## src/rtl/rxepktctl_pkg.sv

```systemverilog
// Shared encodings for the RX packet check sequencer.
// State and reason codes are also used by the packet buffer and stats slave.
package rxepktctl_pkg;

  typedef enum logic [1:0] {
    ST_SKIP,
    ST_IDLE,
    ST_ACTIVE,
    ST_FINISH
  } state_t;

  typedef enum logic [2:0] {
    RSN_NONE = 3'd0,
    RSN_CRC  = 3'd1,
    RSN_RUNT = 3'd2,
    RSN_MAC  = 3'd3,
    RSN_IP   = 3'd4
  } reason_t;

  localparam int NSTAT = 6;

  // Several causes may hold at once; the highest-priority one wins.
  function automatic reason_t pick_reason(
    input logic crc,
    input logic runt,
    input logic mac,
    input logic ip
  );
    reason_t r;
    if (crc)       r = RSN_CRC;
    else if (runt) r = RSN_RUNT;
    else if (mac)  r = RSN_MAC;
    else if (ip)   r = RSN_IP;
    else           r = RSN_NONE;
    return r;
  endfunction

endpackage

```

## src/rtl/rxestatcnt.sv

```systemverilog
// Saturating statistics counter with clear and increment.
// Clear wins over a same-cycle increment.
module rxestatcnt #(
  parameter int CW = 32
) (
  input  logic          i_clk,
  input  logic          i_reset,
  input  logic          i_clr,
  input  logic          i_inc,
  output logic [CW-1:0] o_cnt
);

  logic [CW-1:0] r_cnt;

  always_ff @(posedge i_clk) begin
    if (i_reset || i_clr) begin
      r_cnt <= '0;
    end else if (i_inc && !(&r_cnt)) begin
      r_cnt <= r_cnt + CW'(1);
    end
  end

  assign o_cnt = r_cnt;

endmodule

```

## src/rtl/rxepktctl.sv

```systemverilog
// Per-packet sequencer for the RX check chain: latches checker
// enables, collects sticky errors, issues a verdict, keeps statistics.
module rxepktctl #(
  parameter int MINLEN = 64,
  parameter int LGLEN  = 11,
  parameter int CW     = 32
) (
  input  logic             i_clk,
  input  logic             i_reset,
  input  logic             i_v,
  input  logic             i_cfg_crc_en,
  input  logic             i_cfg_mac_en,
  input  logic             i_cfg_ip_en,
  input  logic             i_crc_err,
  input  logic             i_mac_err,
  input  logic             i_ip_err,
  input  logic             i_clr_stats,
  output logic             o_crc_en,
  output logic             o_mac_en,
  output logic             o_ip_en,
  output logic             o_done,
  output logic             o_drop,
  output logic [2:0]       o_reason,
  output logic [LGLEN-1:0] o_len,
  output logic [CW-1:0]    o_npkts,
  output logic [CW-1:0]    o_ndrop,
  output logic [CW-1:0]    o_ncrc,
  output logic [CW-1:0]    o_nrunt,
  output logic [CW-1:0]    o_nmac,
  output logic [CW-1:0]    o_nip
);

  import rxepktctl_pkg::*;

  localparam logic [31:0] MINU = 32'(MINLEN);

  state_t            r_state;
  state_t            w_state_n;
  logic [2:0]        r_en;
  logic [2:0]        w_en_n;
  logic [2:0]        r_err;
  logic [2:0]        w_err_n;
  logic [2:0]        w_err_s;
  logic [LGLEN-1:0]  r_len;
  logic [LGLEN-1:0]  w_len_n;
  logic              w_start;
  logic              w_fin;
  logic              w_runt;
  reason_t           w_rsn;
  logic              r_done;
  logic              r_drop;
  reason_t           r_reason;
  logic [LGLEN-1:0]  r_olen;

  // Error bit order is {crc, mac, ip}, matching r_en.
  assign w_err_s = r_err
                 | ({i_crc_err, i_mac_err, i_ip_err} & r_en);

  always_comb begin
    w_state_n = r_state;
    w_en_n    = r_en;
    w_err_n   = r_err;
    w_len_n   = r_len;
    w_start   = 1'b0;
    w_fin     = 1'b0;
    unique case (r_state)
      ST_SKIP: begin
        if (!i_v) w_state_n = ST_IDLE;
      end
      ST_IDLE: begin
        if (i_v) begin
          w_state_n = ST_ACTIVE;
          w_start   = 1'b1;
        end
      end
      ST_ACTIVE: begin
        w_err_n = w_err_s;
        if (i_v) begin
          if (!(&r_len)) w_len_n = r_len + LGLEN'(1);
        end else begin
          w_state_n = ST_FINISH;
        end
      end
      ST_FINISH: begin
        w_fin   = 1'b1;
        w_err_n = w_err_s;
        if (i_v) begin
          w_state_n = ST_ACTIVE;
          w_start   = 1'b1;
        end else begin
          w_state_n = ST_IDLE;
        end
      end
      default: w_state_n = ST_SKIP;
    endcase
    if (w_start) begin
      w_en_n  = {i_cfg_crc_en, i_cfg_mac_en, i_cfg_ip_en};
      w_len_n = LGLEN'(1);
      w_err_n = '0;
    end
  end

  // Verdict uses this cycle's errors too, so the last byte's error counts.
  assign w_runt = (MINLEN != 0) && (32'(r_len) < MINU);
  assign w_rsn  = pick_reason(w_err_s[2], w_runt,
                              w_err_s[1], w_err_s[0]);

  always_ff @(posedge i_clk) begin
    if (i_reset) begin
      r_state  <= ST_SKIP;
      r_en     <= '0;
      r_err    <= '0;
      r_len    <= '0;
      r_done   <= 1'b0;
      r_drop   <= 1'b0;
      r_reason <= RSN_NONE;
      r_olen   <= '0;
    end else begin
      r_state  <= w_state_n;
      r_en     <= w_en_n;
      r_err    <= w_err_n;
      r_len    <= w_len_n;
      r_done   <= w_fin;
      r_drop   <= w_fin && (w_rsn != RSN_NONE);
      r_reason <= w_fin ? w_rsn : RSN_NONE;
      r_olen   <= w_fin ? r_len : '0;
    end
  end

  assign o_crc_en = r_en[2];
  assign o_mac_en = r_en[1];
  assign o_ip_en  = r_en[0];
  assign o_done   = r_done;
  assign o_drop   = r_drop;
  assign o_reason = r_reason;
  assign o_len    = r_olen;

  logic [NSTAT-1:0] w_inc;
  logic [CW-1:0]    w_cnt [NSTAT];

  assign w_inc[0] = r_done;
  assign w_inc[1] = r_drop;
  assign w_inc[2] = (r_reason == RSN_CRC);
  assign w_inc[3] = (r_reason == RSN_RUNT);
  assign w_inc[4] = (r_reason == RSN_MAC);
  assign w_inc[5] = (r_reason == RSN_IP);

  for (genvar g = 0; g < NSTAT; g++) begin : g_stat
    rxestatcnt #(.CW(CW)) u_cnt (
      .i_clk   (i_clk),
      .i_reset (i_reset),
      .i_clr   (i_clr_stats),
      .i_inc   (w_inc[g]),
      .o_cnt   (w_cnt[g])
    );
  end

  assign o_npkts = w_cnt[0];
  assign o_ndrop = w_cnt[1];
  assign o_ncrc  = w_cnt[2];
  assign o_nrunt = w_cnt[3];
  assign o_nmac  = w_cnt[4];
  assign o_nip   = w_cnt[5];

endmodule
```

## config.mk

```make
export PLATFORM = sky130hd
export DESIGN_NAME = rxepktctl
export DESIGN_NICKNAME = d
export VERILOG_FILES = /design/src/rtl/rxepktctl_pkg.sv /design/src/rtl/rxestatcnt.sv /design/src/rtl/rxepktctl.sv
export SDC_FILE = /design/constraint.sdc
export NUM_CORES = 1
export LEC_CHECK = 0
export BUFFER_PORTS_ARGS = -buffer_cell sky130_fd_sc_hd__buf_2
export CORE_MARGIN = 1
export CORE_UTILIZATION = 55
export DETAILED_ROUTE_END_ITERATION = 7
export PLACE_DENSITY = 0.8
export SKIP_CTS_REPAIR_TIMING = 1
export SLEW_MARGIN = 20
export SYNTH_ARGS = -nofsm -noshare
export SYNTH_HDL_FRONTEND = slang
export SYNTH_SLANG_ARGS = --single-unit
export TNS_END_PERCENT = 100
```

## constraint.sdc

```tcl
create_clock -name i_clk -period 3.1 [get_ports i_clk]
set_input_delay 0.62 -clock i_clk [delete_from_list [all_inputs] [get_ports i_clk]]
set_output_delay 0.62 -clock i_clk [all_outputs]
set_load 0.03 [all_outputs]
```

* Word-level counts from Yosys, hierarchy flattened
Cells that the tools add are included.
** Storage, ports and cells
- Input bits :: 10
- Register bits :: 227
- Output and inout bits :: 211
** Operators by class
- Bitwise gates (word level) :: 4
- Reductions and logical operators :: 32
- Equality and inequality tests :: 11
- $add $sub $neg :: 7
- Mux-type cells :: 16
- Magnitude comparators :: 1
** Operator list (count)
- adder 32 x 1 -> 32 bit, second input constant :: 6
- AND reduction 32 bit :: 6
- two-way mux 3 bit :: 4
- adder 11 x 1 -> 11 bit, second input constant :: 1
- < comparator 11 x 7 -> 1 bit, second input constant :: 1
- AND reduction 11 bit :: 1
- AND reduction 3 bit :: 3
- two-way mux 2 bit :: 4
- != test 2 bit, second input constant :: 4
- case mux 2 bit (4 select lines) :: 1
- OR reduction 2 bit :: 4
- logical AND 1 bit :: 7
- two-way mux 1 bit :: 7
- == test 3 x 2 -> 1 bit, second input constant :: 2
- zero test 1 bit :: 6
- == test 2 bit, second input constant :: 2
- nonzero test 2 bit :: 2
- AND 3 bit :: 1
- == test 3 x 1 -> 1 bit, second input constant :: 1
- == test 3 bit, second input constant :: 1
- OR 3 bit :: 1
- nonzero test 3 bit :: 1
- == test 2 x 1 -> 1 bit, second input constant :: 1
- zero test 2 bit :: 1
- other kinds (2) :: 3

* Depth between registers and ports, before layout
- Depth after elaboration :: 8
- Gate-level depth with buffers :: 9

* By module
A second synthesis with hierarchy kept.
** Second synthesis, totals
- Cell total of the unflattened synthesis :: 1302
- Area, all modules :: 11155.7 µm²
** Modules (own cells, without submodules)
- rxestatcnt :: seq. area each 640.6 µm², instances 6, area an instance 1636.6 µm², cells an instance 194
- rxepktctl :: seq. area each 700.7 µm², instances 1, area an instance 1336.3 µm², cells an instance 138

* Worst setup path before layout
Ideal clock, no wire load.
- Kind :: register to register
- Start point :: reg g_stat[1].u_cnt.r_cnt[0]
- End point :: reg g_stat[1].u_cnt.r_cnt[22]
- Library setup time :: 116 ps
- Path buffers :: 0
- Stages on the path, launching flop included :: 7
- Arrival :: 2568 ps
- Required time :: 2984 ps
- Setup slack :: 416 ps
- Period minus slack after synthesis :: 2684 ps
- Cells stage by stage :: dfxtp_1 > ha_1 > nand3_1 > or4_1 > a2111oi_0 > a31oi_1 > a41o_1
** Between the ends
- Word-level cells in the longest chain between the ends :: 3
** Ends and longest elaborated chain
- start: declaration :: RTL line rxestatcnt.sv:13 : logic [CW-1:0] r_cnt;
- start signal: assignment :: RTL line rxestatcnt.sv:19 : r_cnt <= r_cnt + CW'(1);
- branches (longest 3 deep; another with adder 32 x 1 -> 32 bit)
Several ways; the timed one is not identified.
A chain may end at the register's enable or synchronous reset.

* Worst setup path in the final report
- Start point :: reg r_reason[2], in the netlist o_reason[2]
- End point :: reg g_stat[5].u_cnt.r_cnt[25]
** Between the ends
- Word-level cells in the longest chain between the ends :: 2
** Ends and longest elaborated chain
- start: declaration :: RTL line rxepktctl.sv:52 : reason_t r_reason;
- start signal: assignment :: RTL line rxepktctl.sv:125 : r_reason <= w_fin ? w_rsn : RSN_NONE;
- == test 3 bit :: RTL line rxepktctl.sv:146 : assign w_inc[5] = (r_reason == RSN_IP);
- logical AND 1 bit :: RTL line rxestatcnt.sv:18 : end else if (i_inc && !(&r_cnt)) begin
- end signal: assignment :: RTL line rxestatcnt.sv:19
- end: declaration :: RTL line rxestatcnt.sv:13
Every way passes these cells.

==> flow_summary.toml <==
[drt]
drc = 0
dr.pass1.iters = 7
post_drt_wl_per_cell_um = 16.0
drtAntennaViolNets = 0
wl_um = 28600
drt-initial-drc-count = 641
via_per_inst = 6.03
via_count = 10800

[synth]
synth_edf_count = 0
synth_top_family_by_area = "simple AND/OR/NAND/NOR gates"
ys.flop_type = "dfxtp_1"
synthXorXnorAreaFrac_pct = 3.97
avgSynthCellArea_um2 = 8.32
ys_types = 56
synthMuxAreaShare_pct = 2.41
syn_inst = 1300
synth_seq_cells = 227
synth_compound_area_share_pct = 16.6
synth_warnings = 0
synth_area_um2 = 10800
async_flop_share_pct = 0
synth_nets = 1317
yosys.area_share.adder_pct = 0.810
yosysSeqAreaShare_pct = 42.0
synth_simple_gate_area_share_pct = 30.9

[critical_path]
worstPathRequired_ps = 3550
cp-start-kind = "flop"
critPathMaxFanout = 13
endpoint_kind = "flop"
cp.arrival_ps = 3080
path_class = "reg -> reg"

[sta]
period_share_pct = 84.9
tns_ps = 0
fmax_mhz = 380
final-hold-violation-count = 0
relSlewSlack_pct = 37.5
slew_viol_final = 0
worst_pin_slew_ps = 914
worst_slack_ps = 468
rsz0062_at_grt = "no"
period_needed_ps = 2630
skew_ps = 22.2
setup_violations = 0
hold_ws_ps = 341

[pwr]
powerDensity_nw_per_um2 = 449
p_seq_share_pct = 50.0
clockPowerShare_pct = 47.8
vdd_drop_max_v = 0.000392
netSwitchingPower_mw = 1.27
total_power_mw = 5.86
p_int_mw = 4.59
power.leakage_nw = 4.98
switching_share_pct = 21.7
pwr-share-comb_pct = 2.3

[grt]
grt.overflow.total = 0
antenna_found_initial = 0
grt_max_degree = 36
use_met2_pct = 43.6
top_usage_layer = "met2"
met1_usage_pct = 36.7
grtUsageTotal_pct = 27.3
grt_pass1_wl_um = 45900
use_met3_pct = 4.95
grt_pass1_vias = 9254

[clock_tree]
clock_latency_ps = 530
cts_buffers = 25
clkSlewWorstSetupHoldPaths_ps = 60
h-tree-depth = 1
cts_tree = "done"
clock_path_buffers = 3
cts_num_sinks = 227
cts_root_buf = "clkbuf_16"

[placed_design]
place_congestion = 0.862
place_hpwl_um = 19800
place_ws_ps = 503
placed_cells = 1742
io_buffers = 220

[floorplan]
rows = 50
die_y_um = 142
initial_core_util_pct = 57.0
dieArea_um2 = 20200
ioPinCount = 221
die_x_um = 142
coreArea_um2 = 19000

[finish]
fin_cells = 1787
area_delta_synth_final_pct = 20.6
mostFrequentLayoutCell = "dfxtp_1"
final_cell_mix = "227 x dfxtp_1, 220 x buf_2, 133 x nand2_1"
nets = 1526
diodes = 0
drive_above_1_share_pct = 20.3

[hold_path]
hold_path.class = "in -> reg"

[run]
maxCapViolCount = 0

[run_status]
status = "finished, final reports clean"
-- per-layer routing --
metal | part of all wire (%) | vias up
met2 | 46 | 332
met4 | 3.6 | 0
li1 | - | 5290
met3 | 6.2 | 68
met1 | 45 | 5086
met5 | 0 | -
-- registers in the layout, summed over array words and instances, names as in the netlist --
name	cells
r_en	3
r_state	2
o_reason	3
o_len	11
r_len	11
r_err	3
o_drop	1
g_stat.u_cnt.o_cnt	192
o_done	1
-- synth_stat cells (10+ instances only) --
cell,instances,area share [%]
or3_1,70,4.1
a31o_2,10,0.81
nand3_1,62,2.9
nand4_1,56,3.2
o31ai_1,40,2.8
and2_1,16,0.93
or4_1,52,3.6
and3_1,25,1.4
nor2_1,104,3.6
and4_1,19,1.5
o21ai_0,48,2.2
dfxtp_1,227,42
a21oi_1,107,5.0
nand2_1,133,4.6
clkbuf_1,59,2.0
nor3_1,16,0.74
mux2i_1,26,2.4
xnor2_1,34,2.8
a31oi_1,18,1.0
a41o_1,14,1.3
xor2_1,15,1.2
nor4_1,26,1.5
inv_1,25,0.87
-- through the flow --
stage | utilization, % | cell area (um^2)
finish | 68.8 | 13000
global route | 68.8 | 13000
CTS | 68.8 | 13000
detailed placement | 64.7 | 12300
global placement | 64.7 | 12300
floorplan | - | 10800
-- layout make-up --
| class | count | area (um^2) |
|---|---|---|
| Clock buffer | 38 | 734 |
| Sequential cell | 227 | 4540 |
| Timing Repair Buffer | 248 | 1360 |
| Multi-Input combinational cell | 982 | 5940 |
| Clock inverter | 7 | 38.8 |
| Tap cell | 260 | 325 |
| Inverter | 25 | 93.8 |
| Fill cell | 1574 | 5920 |
-- critical path, stage by stage (launching register included) --
cell     delay (ps)
dfxtp_1         410
or3b_2          600
or3_1           560
a311o_1         470
or3_1           370
a21oi_1         140
-- cell families after synthesis --
family	Yosys count
compound gates	284
xor+xnor	49
fa+ha+maj	7
buf+inv	91
flops	227
mux	26
simple gates	616
-- power groups by stage --
stage / clock (mW) / sequential [mW] / combinational [mW]
3_5_place_dp: 0 / 2.99 / 0.131
6_report: 2.80 / 2.93 / 0.132
4_1_cts: 2.84 / 2.93 / 0.132
3_3_place_gp: 0 / 2.99 / 0.130
2_1_floorplan: 0 / 2.99 / 0.0755
5_1_grt: 2.97 / 2.93 / 0.143
-- final timing paths --
path	from	to	slack, ps	cells past startpoint
setup reg to reg	o_reason[2]$_SDFF_PP0_	g_stat[5].u_cnt.o_cnt[25]$_SDFFE_PP0P_	470	5
hold / removal	i_cfg_crc_en	r_en[2]$_SDFFE_PP0P_	340	3
setup / recovery	o_reason[2]$_SDFF_PP0_	g_stat[5].u_cnt.o_cnt[25]$_SDFFE_PP0P_	470	5
hold reg to reg	r_err[0]$_SDFFE_PP0P_	r_err[0]$_SDFFE_PP0P_	480	2
(Power assumes the default switching activity.)
